$ cat config.mk
export PLATFORM = sky130hd
export DESIGN_NAME = operand_demux
export DESIGN_NICKNAME = d
export VERILOG_FILES = /design/src/rtl/operand_demux.sv
export SDC_FILE = /design/constraint.sdc
export NUM_CORES = 1
export LEC_CHECK = 0
export CAP_MARGIN = 5
export CORE_ASPECT_RATIO = 0.7
export CORE_UTILIZATION = 52
export DETAILED_ROUTE_END_ITERATION = 12
export PLACE_DENSITY_LB_ADDON = 0.15
export SYNTH_ARGS = -nofsm -noshare
export SYNTH_HDL_FRONTEND = slang
export SYNTH_SLANG_ARGS = --single-unit
$ cat constraint.sdc
create_clock -name clk -period 4.4 [get_ports clk]
set_input_delay 0.66 -clock clk [delete_from_list [all_inputs] [get_ports clk]]
set_output_delay 0.66 -clock clk [all_outputs]
set_load 0.01 [all_outputs]
$ cat src/rtl/operand_demux.sv
// Keypad operand router: steers BCD digits into A or B, latches the operator, presents both with ready/ack.
// Latency: a key sampled at edge N is visible after edge N; all outputs are registered.
// Optional KEY_REPEAT_FILTER_EN: act only on the rising edge of key_valid so a held key counts once.
module operand_demux #(
  parameter int DIGITS = 4
) (
  input  logic                clk,
  input  logic                rst_n,
  input  logic                key_valid,
  input  logic [3:0]          key_code,
  input  logic                ack,
  output logic [4*DIGITS-1:0] opa,
  output logic [4*DIGITS-1:0] opb,
  output logic [1:0]          op,
  output logic                sel,
  output logic                ready,
  output logic                overflow
);

  localparam int W  = 4 * DIGITS;
  localparam int CW = $clog2(DIGITS + 1);
  localparam logic [CW-1:0] FULL = CW'(DIGITS);

  typedef enum logic [1:0] {ENTER_A, ENTER_B, DONE} state_t;

  state_t        state, state_nxt;
  logic [CW-1:0] cnt_a, cnt_b, cnt_a_nxt, cnt_b_nxt;
  logic [W-1:0]  opa_nxt, opb_nxt;
  logic [1:0]    op_nxt;
  logic          sel_nxt, ready_nxt, overflow_nxt;
  logic          key;
  logic          is_digit, is_oper, is_eq, is_clr;

`ifdef KEY_REPEAT_FILTER_EN
  logic key_valid_q;

  // Remember last cycle's strobe so only its rising edge counts as a key.
  always_ff @(posedge clk) begin
    if (!rst_n) key_valid_q <= 1'b0;
    else        key_valid_q <= key_valid;
  end

  assign key = key_valid & ~key_valid_q;
`else
  assign key = key_valid;
`endif

  assign is_digit = key && (key_code <= 4'd9);
  assign is_oper  = key && (key_code >= 4'hA) && (key_code <= 4'hD);
  assign is_eq    = key && (key_code == 4'hE);
  assign is_clr   = key && (key_code == 4'hF);

  // Next-state and next-output decode; clear has priority over every state action.
  always_comb begin
    state_nxt    = state;
    cnt_a_nxt    = cnt_a;
    cnt_b_nxt    = cnt_b;
    opa_nxt      = opa;
    opb_nxt      = opb;
    op_nxt       = op;
    sel_nxt      = sel;
    ready_nxt    = ready;
    overflow_nxt = overflow;
    if (is_clr) begin
      state_nxt    = ENTER_A;
      cnt_a_nxt    = '0;
      cnt_b_nxt    = '0;
      opa_nxt      = '0;
      opb_nxt      = '0;
      op_nxt       = 2'd0;
      sel_nxt      = 1'b1;
      ready_nxt    = 1'b0;
      overflow_nxt = 1'b0;
    end else begin
      case (state)
        ENTER_A: begin
          if (is_digit) begin
            if (cnt_a != FULL) begin
              opa_nxt   = (opa << 4) | W'(key_code);
              cnt_a_nxt = cnt_a + CW'(1);
            end else begin
              overflow_nxt = 1'b1;
            end
          end else if (is_oper) begin
            op_nxt    = 2'(key_code - 4'hA);
            state_nxt = ENTER_B;
            sel_nxt   = 1'b0;
          end
        end
        ENTER_B: begin
          if (is_digit) begin
            if (cnt_b != FULL) begin
              opb_nxt   = (opb << 4) | W'(key_code);
              cnt_b_nxt = cnt_b + CW'(1);
            end else begin
              overflow_nxt = 1'b1;
            end
          end else if (is_oper) begin
            // Operator may be changed only until the first B digit arrives.
            if (cnt_b == '0) op_nxt = 2'(key_code - 4'hA);
          end else if (is_eq) begin
            state_nxt = DONE;
            ready_nxt = 1'b1;
          end
        end
        DONE: begin
          // Operator and sticky overflow survive the handshake.
          if (ack) begin
            state_nxt = ENTER_A;
            cnt_a_nxt = '0;
            cnt_b_nxt = '0;
            opa_nxt   = '0;
            opb_nxt   = '0;
            ready_nxt = 1'b0;
            sel_nxt   = 1'b1;
          end
        end
        default: begin
          state_nxt = ENTER_A;
          sel_nxt   = 1'b1;
          ready_nxt = 1'b0;
        end
      endcase
    end
  end

  // State and output registers with synchronous active-low reset.
  always_ff @(posedge clk) begin
    if (!rst_n) begin
      state    <= ENTER_A;
      cnt_a    <= '0;
      cnt_b    <= '0;
      opa      <= '0;
      opb      <= '0;
      op       <= 2'd0;
      sel      <= 1'b1;
      ready    <= 1'b0;
      overflow <= 1'b0;
    end else begin
      state    <= state_nxt;
      cnt_a    <= cnt_a_nxt;
      cnt_b    <= cnt_b_nxt;
      opa      <= opa_nxt;
      opb      <= opb_nxt;
      op       <= op_nxt;
      sel      <= sel_nxt;
      ready    <= ready_nxt;
      overflow <= overflow_nxt;
    end
  end

endmodule
-- Word level (Yosys, flattened, before mapping)
Index checks and enable logic that the tools add are counted.
- memories kept: 0
- RAM bits: 0
- bits of input ports: 8
- word-level logic and storage cells: 99
- bits in latches: 0
- output and inout bits: 37
- register bits: 45
- bits in read-only memories: 0
- div/mod/pow operators: 0
- bitwise gates (word level): 5
- $mul: 0
- $add $sub $neg: 3
- reduce and logical (&&, ||, !) cells: 18
- equality and inequality tests: 20
- $lt $le $gt $ge: 3
- muxes and demuxes: 41
- shift-type cells: 0
- operators by type and width (kind ; count):
    16-bit two-way mux ; 5
    16-bit one-hot mux with 2 select lines ; 2
    16-bit by 4-bit bitwise OR with 16-bit output ; 2
    2-bit != test, second input constant ; 14
    2-bit two-way mux ; 11
    3-bit two-way mux ; 5
    3-bit one-hot mux with 2 select lines ; 2
    4-bit AND reduction ; 3
    6-bit AND reduction ; 2
    1-bit two-way mux ; 11
    5-bit AND reduction ; 2
    4-bit equality test, second input constant ; 2
    4-bit less-or-equal comparator, second input constant ; 2
    3-bit by 1-bit adder with 3-bit output, second input constant ; 2
    3-bit != test, second input constant ; 2
    1-bit one-hot mux with 3 select lines ; 2
    2-bit one-hot mux with 3 select lines ; 1
    2-bit nonzero test ; 3
    1-bit logical AND ; 5
    4-bit greater-or-equal comparator, second input constant ; 1
    2-bit one-hot mux with 2 select lines ; 1
    3-bit zero test ; 1
    1-bit NOT ; 3
    2-bit by 1-bit equality test with 1-bit output, second input constant ; 1
    other kinds (5) ; 5

-- Logic depth before layout (Yosys ltp)
Gate-level depths: netlist of run 1.
- depth in word-level cells: 6
- mapped depth: 8

-- Worst setup path after synthesis of run 1
No wires, ideal clock.
- path type: input to register
- from: in key_code[1]
- to: reg opa[10]
- buffers on the path: 2
- stages on the path: 6
- slack: 2.536 ns
- data arrival time: 1.747 ns
- path through: buf_6 -> o21a_1 -> nor4b_4 -> nor2_2 -> buf_4 -> a22o_1
- cells in the longest elaborated chain, start to end: 4
- RTL lines (element ; line ; RTL):
    from (decl) ; 10 ; input logic [3:0] key_code,
    4-bit less-or-equal comparator ; 48 ; assign is_digit = key && (key_code <= 4'd9);
    1-bit logical AND ; 48 ;
    2-bit != test (no source line) ; n/a ;
    4-bit AND reduction (no source line) ; n/a ;
    to (signal assigned) ; 143 ; opa <= opa_nxt;
    to (decl) ; 12 ; output logic [4*DIGITS-1:0] opa,
Several ways; a longest one is shown, not always the timed one.
A chain may end at the register's enable or synchronous reset.

-- Worst setup path in the final report of run 1
- from: in key_code[1]
- to: reg cnt_a[0]
- cells in the longest elaborated chain, start to end: 4
- RTL lines (element ; line ; RTL):
    4-bit less-or-equal comparator ; 48 ;
    1-bit logical AND ; 48 ;
    2-bit != test (no source line) ; n/a ;
    4-bit AND reduction (no source line) ; n/a ;
    to (signal assigned) ; 141 ; cnt_a <= cnt_a_nxt;
    to (decl) ; 27 ; logic [CW-1:0] cnt_a, cnt_b, cnt_a_nxt, cnt_b_nxt;
Several ways; a longest one is shown, not always the timed one.

==> metrics.txt, run 1 <==
status=complete, no violations; H-tree Lvls=2; Die Y=52.25 um; Syn Area/Cell=between 9 and 10 um^2; vias in the first global route=1,385; Final setup viols=0; synthesized instance count=193; DP Wirelength=2.886 mm; Die X=73.78 um; Synth cell types=44; RD Place Congestion=0.8527; WHS=0.4715 ns; Iter 0 DRT Violations=131; Max FO, Critical Path=18; Setup CP Type=in -> reg; Antenna Nets Post-Route=0; Slew Viols, Final=0; register area=900.9 um^2; Cell Pwr Density=around 310 nW/um^2; Synth Flop Type=dfxtp_1; Crit path required time=approximately 4.6 ns; GRT Total Usage=23.63%; RSZ-0062 raised after global routing=no; CTS sink count=45; DR WL/cell=14.72 um; top-area cell type share of the netlist area=48.03%; leading area contributor after synthesis=dfxtp_1; Final period util=56.75%; share of layout cells above drive strength 1=about 7.7%; relative slew slack=about 53%; Clock Tree Root=clkbuf_8; clk slew on worst S/H paths=0.08 ns; Worst-Skew Late Latency=0.29 ns; # rows=17; CP arrival=about 2.7 ns; post-layout instance area=around 2400 um^2; leakage=0.8326 nW; multi-input logic area=864.6 um^2; fmax=400.5 MHz; Post-synth EDFFs=0; core area=~3300 um^2; register area share after synthesis=48.03%; first-pass GRT wire length=6.796 mm; area of the die=~3900 um^2; PostCTS Resize Cnt=0; area grow syn2layout=26.75%; Post-synth ARST share=0%; reg2reg setup slack=2.32 ns; startpoint type of the worst setup path=primary input; Finished Layout Cells=between 200 and 300; initial cell density of the core=56.89%; Ant. Diodes=0; number of synthesized register bits=45; CTS Hold Bufs=0; Hold Crit Class=reg -> reg; Syn Nets=205; CTS tree=done; via count=1,539; Synth area leaders=dfxtp_1 (48%), a22o_1 (7.5%), a21oi_1 (5.9%), nand2_1 (5.2%), nand3_1 (5.1%); Layout Nets=245; worst hold stages=2; Final Hold Vio Count=0; DP Area=about 2300 um^2; Yosys warnings=0; setup TNS after final layout=0 ns; Top Ports=45; post-layout min period=2.497 ns; Final Skew=0.002693 ns; R2R cell count=4; Avg Vias per Cell=approximately 5.5; 1st-pass router iterations=4; CTS buffer count=5; PortBufs=44; grt ovf=0; # fillers=240; mapped cell area=1876 um^2; Post-CTS Setup Bufs=0; largest net degree at the start of global routing=26; MaxCap Viol Count=0; Max VDD drop=0.1990 mV; CP Capture Type=flip-flop; Tightest Pin Transition=0.6958 ns; Cells after DPL=about 270; Finished Core Util=72.11%; DRC violations left=0; Total Routed Length=4.122 mm; Clock Tree Buf Depth=2; initial antenna violation count=0
[worst max-delay path, cell delays in order]
cell             delay (ns)
clkdlybuf4s50_1        0.55
o21a_1                 0.30
nor4b_4                0.30
nor2b_2                0.64
mux2_2                 0.27
[where the power goes]
group | internal (mW) | switching, mW
Combinational | 0.0324 | 0.0388
Clock | 0.125 | 0.128
Sequential | 0.415 | 0.00852
[logic make-up after synthesis]
kind of cell               count (synthesis)  synth area share [%]
AOI/OAI and AO/OA                         55                 21.62
xor gates and xnor gates                   1                0.4671
adders and majority gates                  4                 2.669
buffers and inverters                     17                 5.870
DFF                                       45                 48.03
muxes                                      2                 1.134
and+or+nand+nor                           69                 20.21
[Yosys cell counts, types with 2 or more instances]
library cell / number
a22o_1: 16
clkbuf_1: 3
o21ai_1: 2
dfxtp_1: 45
buf_6: 3
nand2_1: 26
nand2b_1: 4
nor2_1: 6
buf_2: 3
inv_1: 5
ha_1: 4
nand3_1: 19
nand4_2: 2
a21oi_1: 22
o21ai_0: 3
o21a_1: 2
[flip-flops by register name, summed over array words and instances, names as in the netlist]
signal,cells
overflow,1
opb,16
ready,1
sel,1
cnt_b,3
op,2
cnt_a,3
opa,16
state,2
[area by class of cell]
class,count,share of cell area (%)
Clock buffer,7,3.632
Inverter,5,0.7895
Multi-Input combinational cell,131,36.37
Sequential cell,45,37.89
Tap cell,47,2.474
Timing Repair Buffer,45,18.84
[cells in the final DEF (no fill, tap or decap), drive strengths merged, types with 4 or more instances in the layout]
master          n
nand2          26
nand2b          4
inv             5
ha              4
dfxtp          45
clkbuf          7
clkdlybuf4s50  44
o21ai           6
nand3          19
nor2            7
a21oi          22
a22o           16
[path summary, 6_finish.rpt]
path,start,end
hold / removal,opb[14],opb[14]
hold reg to reg,opb[14],opb[14]
setup / recovery,key_code[1],cnt_a[0]
setup reg to reg,state[0],cnt_a[0]
[stage by stage]
step                setup WS [ns]  power (mW)
finish                      1.903      0.7478
global route                1.795      0.7844
CTS                         1.929      0.7539
detailed placement          1.628      0.5037
global placement            1.725      0.5011
floorplan                   2.536      0.4777
[layer usage]
layer	vias up	GRT usage, %	wire (um)
li1	764	-	-
met1	737	35.10	2069
met2	35	33.79	1818
met3	3	6.538	215
met4	0	5.128	19
met5	-	0	0
Note: power is estimated with default switching activity, not from simulation.
==> run 2: changes to the inputs <==
Settings changed: CORE_UTILIZATION 52 to 44.
Clock period 4.4 ns to 2.2 ns, I/O delays scaled along.
==> run 2 against run 1 <==
Effect of this change: setup slack worse by 1.6 ns; largest cell class unchanged; combinational power is 130% higher; critical path type is now reg -> reg; count of clock-buffer cells in the layout stayed put; routed wire length is 6.5% higher.
==> metrics.txt, run 2 (synthesis gave the netlist of run 1 again) <==
startpoint type of the worst setup path=flip-flop (was primary input); # rows=19 (was 17); most common cell after layout, fill and taps aside=dfxtp_1 (unchanged); Cell Pwr Density=659.3 nW/um^2 (was 314.6 nW/um^2); CTS tree=done (unchanged); area of the die=4532 um^2 (was 3855 um^2); vias in the first global route=1,459 (was 1,385); core area=3994 um^2 (was 3297 um^2); MaxCap Viol Count=0 (unchanged); 1st-pass router iterations=4 (unchanged); worst hold stages=2 (unchanged); Overall Power=1.639 mW (was 747.8 uW); PnR worst setup slack=0.3334 ns (was 1.903 ns); DR WL/cell=14.93 um (was 14.72 um); share of layout cells above drive strength 1=11.16% (was 7.725%); relative slew slack=52.09% (was 53.40%); CTS buffer count=5 (unchanged); Crit path required time=2.43 ns (was 4.64 ns); area grow syn2layout=32.55% (was 26.75%); GRT Total Usage=20.36% (was 23.63%); Final setup viols=0 (unchanged); register area=900.9 um^2 (unchanged); PostCTS Resize Cnt=0 (unchanged); R2R Path Start=state[1] (was state[0]); Layout Nets=253 (was 245); PortBufs=44 (unchanged); R2R cell count=4 (unchanged); Post-CTS Setup Bufs=0 (unchanged); crit path from=state[1] (was key_code[1]); RD Place Congestion=0.8499 (was 0.8527); Clock Tree Root=clkbuf_8 (unchanged); busiest grt layer=met2 (was met1); crit path cell chain=nand2b_1 > nor4b_4 > nor2_2 > mux2_2 (was clkdlybuf4s50_1 > o21a_1 > nor4b_4 > nor2b_2 > mux2_2); CTS sink count=45 (unchanged); initial antenna violation count=0 (unchanged); Worst-Skew Late Latency=0.29 ns (about the same); CP Capture Type=flip-flop (unchanged); setup TNS after final layout=0 ns (unchanged); Top Ports=45 (unchanged); hold path endpoint=opb[12] (was opb[14]); # fillers=328 (was 240); Die X=80.04 um (was 73.78 um); Final Hold Vio Count=0 (unchanged); Slew Viols, Final=0 (unchanged); reg2reg setup slack=0.33 ns (was 2.32 ns); pre-CTS setup slack=0.02116 ns (was 1.628 ns); Antenna Nets Post-Route=0 (unchanged); Hold Path Origin=opb[12] (was opb[14]); Reg-to-Reg End=cnt_a[0] (unchanged); GR Util met1=28.47% (was 35.10%); H-tree Lvls=2 (unchanged); DRC violations left=0 (unchanged); met2 Use GR=29.91% (was 33.79%); slowest CP cell=dfxtp_1 (was nor2b_2); largest net degree at the start of global routing=26 (unchanged); Setup CP Type=reg -> reg (was in -> reg); post-layout instance area=2486 um^2 (was 2377 um^2); slowest stage delay, CP=0.62 ns (was 0.64 ns); Largest regs=opa: 16 flops, opb: 16 flops (unchanged); Die Y=56.63 um (was 52.25 um); first-pass GRT wire length=7.058 mm (was 6.796 mm); CP arrival=2.10 ns (was 2.74 ns); Tightest Pin Transition=0.7179 ns (was 0.6958 ns); initial cell density of the core=46.96% (was 56.89%); Ant. Diodes=0 (unchanged); status=complete, no violations (unchanged); post-layout min period=around 1.9 ns; RSZ-0062 raised after global routing=no (unchanged); Final period util=between 80% and 90%; fmax=535.7 MHz; grt ovf=0 (unchanged); Clock Tree Buf Depth=2 (unchanged); via count=1,609 (was 1,539); Max FO, Critical Path=18 (unchanged); DP Wirelength=3.112 mm (was 2.886 mm); Iter 0 DRT Violations=90 (was 131); Max VDD drop=0.4382 mV (was 0.1990 mV); commonest cells after routing, fill and taps aside=dfxtp_1 (45), clkdlybuf4s50_1 (44), nand2_1 (26), a21oi_1 (22), nand3_1 (19) (unchanged); Avg Vias per Cell=5.473 (was 5.496); clk slew on worst S/H paths=0.09 ns (was 0.08 ns); DP Area=2370 um^2 (was 2291 um^2); M3 GR Usage=5.041% (was 6.538%); Final Skew=0.008521 ns (was 0.002693 ns); multi-input logic area=864.6 um^2 (unchanged); leakage=0.8893 nW (was 0.8326 nW); Hold Crit Class=reg -> reg (unchanged); CTS Hold Bufs=0 (unchanged); Total Routed Length=4.388 mm (was 4.122 mm)
-- run 2: final cells by class --
type                            count  share of cell area [%]
Inverter                            5                  0.7549
Tap cell                           52                   2.617
Timing Repair Buffer               53                   20.94
Clock inverter                      1                   1.208
Multi-Input combinational cell    131                   34.78
Sequential cell                    45                   36.24
Clock buffer                        7                   3.473
-- run 2: how the worst max path moves through the flow --
| stage | depth (start not counted) | end | slack [ns] |
|---|---|---|---|
| after floorplan | 6 | opa[10] | 0.67 |
| after global placement | 5 | cnt_a[0] | 0.13 |
| after detailed placement | 5 | cnt_a[0] | 0.02 |
| after CTS | 5 | cnt_a[0] | 0.32 |
| after global routing | 4 | cnt_a[0] | 0.23 |
| final | 4 | cnt_a[0] | 0.33 |
-- run 2: metal layers --
layer  wire (um)  up-vias
li1            -      782
met3         195       10
met4          79        0
met5           0        -
met2        2005       47
met1        2108      770
-- run 2: worst max-delay path: cells and delay by family, from the launching register on --
kind             cells  cell delay (ns)
and+or+nand+nor      3             0.90
DFF                  1             0.62
muxes                1             0.28
-- run 2: through the flow --
stage / hold WS [ns] / cells / utilization, %
after global placement: 0.4527 / 286 / 59.34
final: 0.4671 / 294 / 62.25
after floorplan: 0.4555 / 193 / -
after detailed placement: 0.4592 / 286 / 59.34
after CTS: 0.4715 / 294 / 62.25
after global routing: 0.4882 / 294 / 62.25
-- run 2: power by group --
group | switching [mW] | total (mW) | internal, mW
Combinational | 0.0868 | 0.161 | 0.0740
Clock | 0.265 | 0.635 | 0.370
Sequential | 0.0127 | 0.843 | 0.830
Total | 0.364 | 1.64 | 1.27
==> run 3: changes to the inputs <==
Clock period 2.2 ns to 1.5 ns, I/O delays scaled along.
==> run 3 against run 2 <==
Effect of this change: the flow now finishes with violations (negative setup slack); sequential cell count unchanged; cell count increased by 8.8%; worst hold slack got worse by 0.19 ns; die area unchanged; combinational power increased by 110%; cell area increased by 13%; maximum frequency increased by 22%; critical path type unchanged; highest routed layer unchanged.
==> metrics.txt, run 3 (synthesis gave the netlist of run 1 again) <==
Clock Tree Buf Depth=2 (unchanged); RD Place Congestion=0.7699 (was 0.8499); CTS sink count=45 (unchanged); CTS Hold Bufs=0 (unchanged); Hold Crit Class=in -> reg (was reg -> reg); first-pass GRT wire length=7.003 mm (was 7.058 mm); Die X=80.04 um (unchanged); initial antenna violation count=0 (unchanged); Top Ports=45 (unchanged); most common cell after layout, fill and taps aside=dfxtp_1 (unchanged); PnR worst setup slack=-0.02792 ns (was 0.3334 ns); Antenna Nets Post-Route=0 (unchanged); post-layout min period=1.528 ns (was 1.867 ns); GR Util met1=28.14% (was 28.47%); M3 GR Usage=5.041% (unchanged); 1st-pass router iterations=4 (unchanged); DR WL/cell=15.31 um (was 14.93 um); Tightest Pin Transition=0.3317 ns (was 0.7179 ns); Worst-Skew Late Latency=0.31 ns (was 0.29 ns); leakage=1.103 nW (was 0.8893 nW); Crit path required time=1.69 ns (was 2.43 ns); Final setup viols=3 (was 0); Final Hold Vio Count=0 (unchanged); Iter 0 DRT Violations=86 (was 90); Clock Tree Root=clkbuf_8 (unchanged); via count=1,722 (was 1,609); area of the die=4532 um^2 (unchanged); status=complete, but fails checks (was complete, no violations); Layout Nets=279 (was 253); share of layout cells above drive strength 1=26.87% (was 11.16%); CP arrival=1.72 ns (was 2.10 ns); clk slew on worst S/H paths=0.10 ns (was 0.09 ns); Final Skew=0.01796 ns (was 0.008521 ns); PortBufs=44 (unchanged); GRT Total Usage=20.35% (was 20.36%); relative slew slack=77.89% (was 52.09%); initial cell density of the core=46.96% (unchanged); fmax=654.5 MHz (was 535.7 MHz); Cell Pwr Density=846.0 nW/um^2 (was 659.3 nW/um^2); Total Routed Length=4.900 mm (was 4.388 mm); Final period util=101.9% (was 84.84%); vias in the first global route=1,520 (was 1,459); Max VDD drop=0.7016 mV (was 0.4382 mV); CP Capture Type=flip-flop (unchanged); Avg Vias per Cell=5.381 (was 5.473); pre-CTS setup slack=-0.4774 ns (was 0.02116 ns); Die Y=56.63 um (unchanged); CTS tree=done (unchanged); Cells after DPL=302 (was 286); Largest regs=opa: 16 flops, opb: 16 flops (unchanged); # rows=19 (unchanged); largest net degree at the start of global routing=26 (unchanged); startpoint type of the worst setup path=flip-flop (unchanged); MaxCap Viol Count=0 (unchanged); Slew Viols, Final=0 (unchanged); Finished Layout Cells=320 (was 294); grt ovf=0 (unchanged); Setup CP Type=reg -> reg (unchanged); met2 Use GR=30.53% (was 29.91%); busiest grt layer=met2 (unchanged); DRC violations left=0 (unchanged); Max FO, Critical Path=5 (was 18); Ant. Diodes=0 (unchanged); area grow syn2layout=50.10% (was 32.55%); DP Wirelength=3.089 mm (was 3.112 mm); commonest cells after routing, fill and taps aside=dfxtp_1 (40), clkdlybuf4s50_1 (38), buf_4 (28), nand2_1 (24), a21oi_1 (20) (was dfxtp_1 (45), clkdlybuf4s50_1 (44), nand2_1 (26), a21oi_1 (22), nand3_1 (19)); WHS=0.2771 ns (was 0.4671 ns); Finished Core Util=70.49% (was 62.25%); CTS buffer count=5 (unchanged); RSZ-0062 raised after global routing=yes (was no); violated checks=negative setup slack; core area=3994 um^2 (unchanged); H-tree Lvls=2 (unchanged)
==> run 3: routing by layer <==
metal	routed length (um)	share of wire [%]	vias to the layer above
li1	-	-	835
met1	2262	46	826
met2	2300	47	53
met3	241	4.9	8
met4	95	1.9	0
met5	0	0	-
==> run 3: worst paths after layout <==
| kind | startpoint | end | cells past startpoint | slack (ns) |
|---|---|---|---|---|
| hold reg to reg | opb[2] | opb[6] | 2 | 0.47 |
| setup reg to reg | cnt_a[1] | cnt_a[0] | 8 | -0.03 |
| setup / recovery | cnt_a[1] | cnt_a[0] | 8 | -0.03 |
| hold / removal | key_code[3] | opa[3] | 2 | 0.28 |
==> run 3: what timing repair did <==
item | CTS | global route
setup buffers | 1 | 5
endpoints found under the setup margin | 39 | 47
resized for setup | 8 | 24
pin swaps | 2 | 20
gates cloned | 1 | 3
==> run 3: metrics by stage <==
step	setup TNS (ns)	total power, mW	area, um^2
6_report	-0.04281	2.382	2815
5_1_grt	-1.510	2.472	2815
4_1_cts	-0.01423	2.322	2620
3_5_place_dp	-16.70	1.517	2490
3_3_place_gp	-15.42	1.511	2490
2_1_floorplan	0	1.401	1876
==> run 3: final cells by class <==
class,count,area [um^2]
Inverter,5,18.77
Tap cell,52,65.06
Timing Repair Buffer,79,795.8
Clock inverter,2,16.27
Clock buffer,6,82.58
Fill cell,304,1179
Multi-Input combinational cell,131,929.6
Sequential cell,45,907.1
==> run 3: power breakdown <==
| part | internal [mW] | total [mW] | switching [mW] | leakage, nW |
|---|---|---|---|---|
| Clock | 0.380 | 0.814 | 0.434 | 0.0478 |
| Combinational | 0.179 | 0.331 | 0.152 | 0.689 |
| Sequential | 1.22 | 1.24 | 0.0172 | 0.366 |
==> run 3: worst max-delay path, cell delays in order, from the launching register on <==
cell and delay [ns]:
dfxtp_2 0.35, inv_2 0.04, ha_4 0.15, nand2_2 0.06, nor4b_4 0.20, buf_4 0.16
nor2_4 0.06, buf_12 0.14, mux2_2 0.25
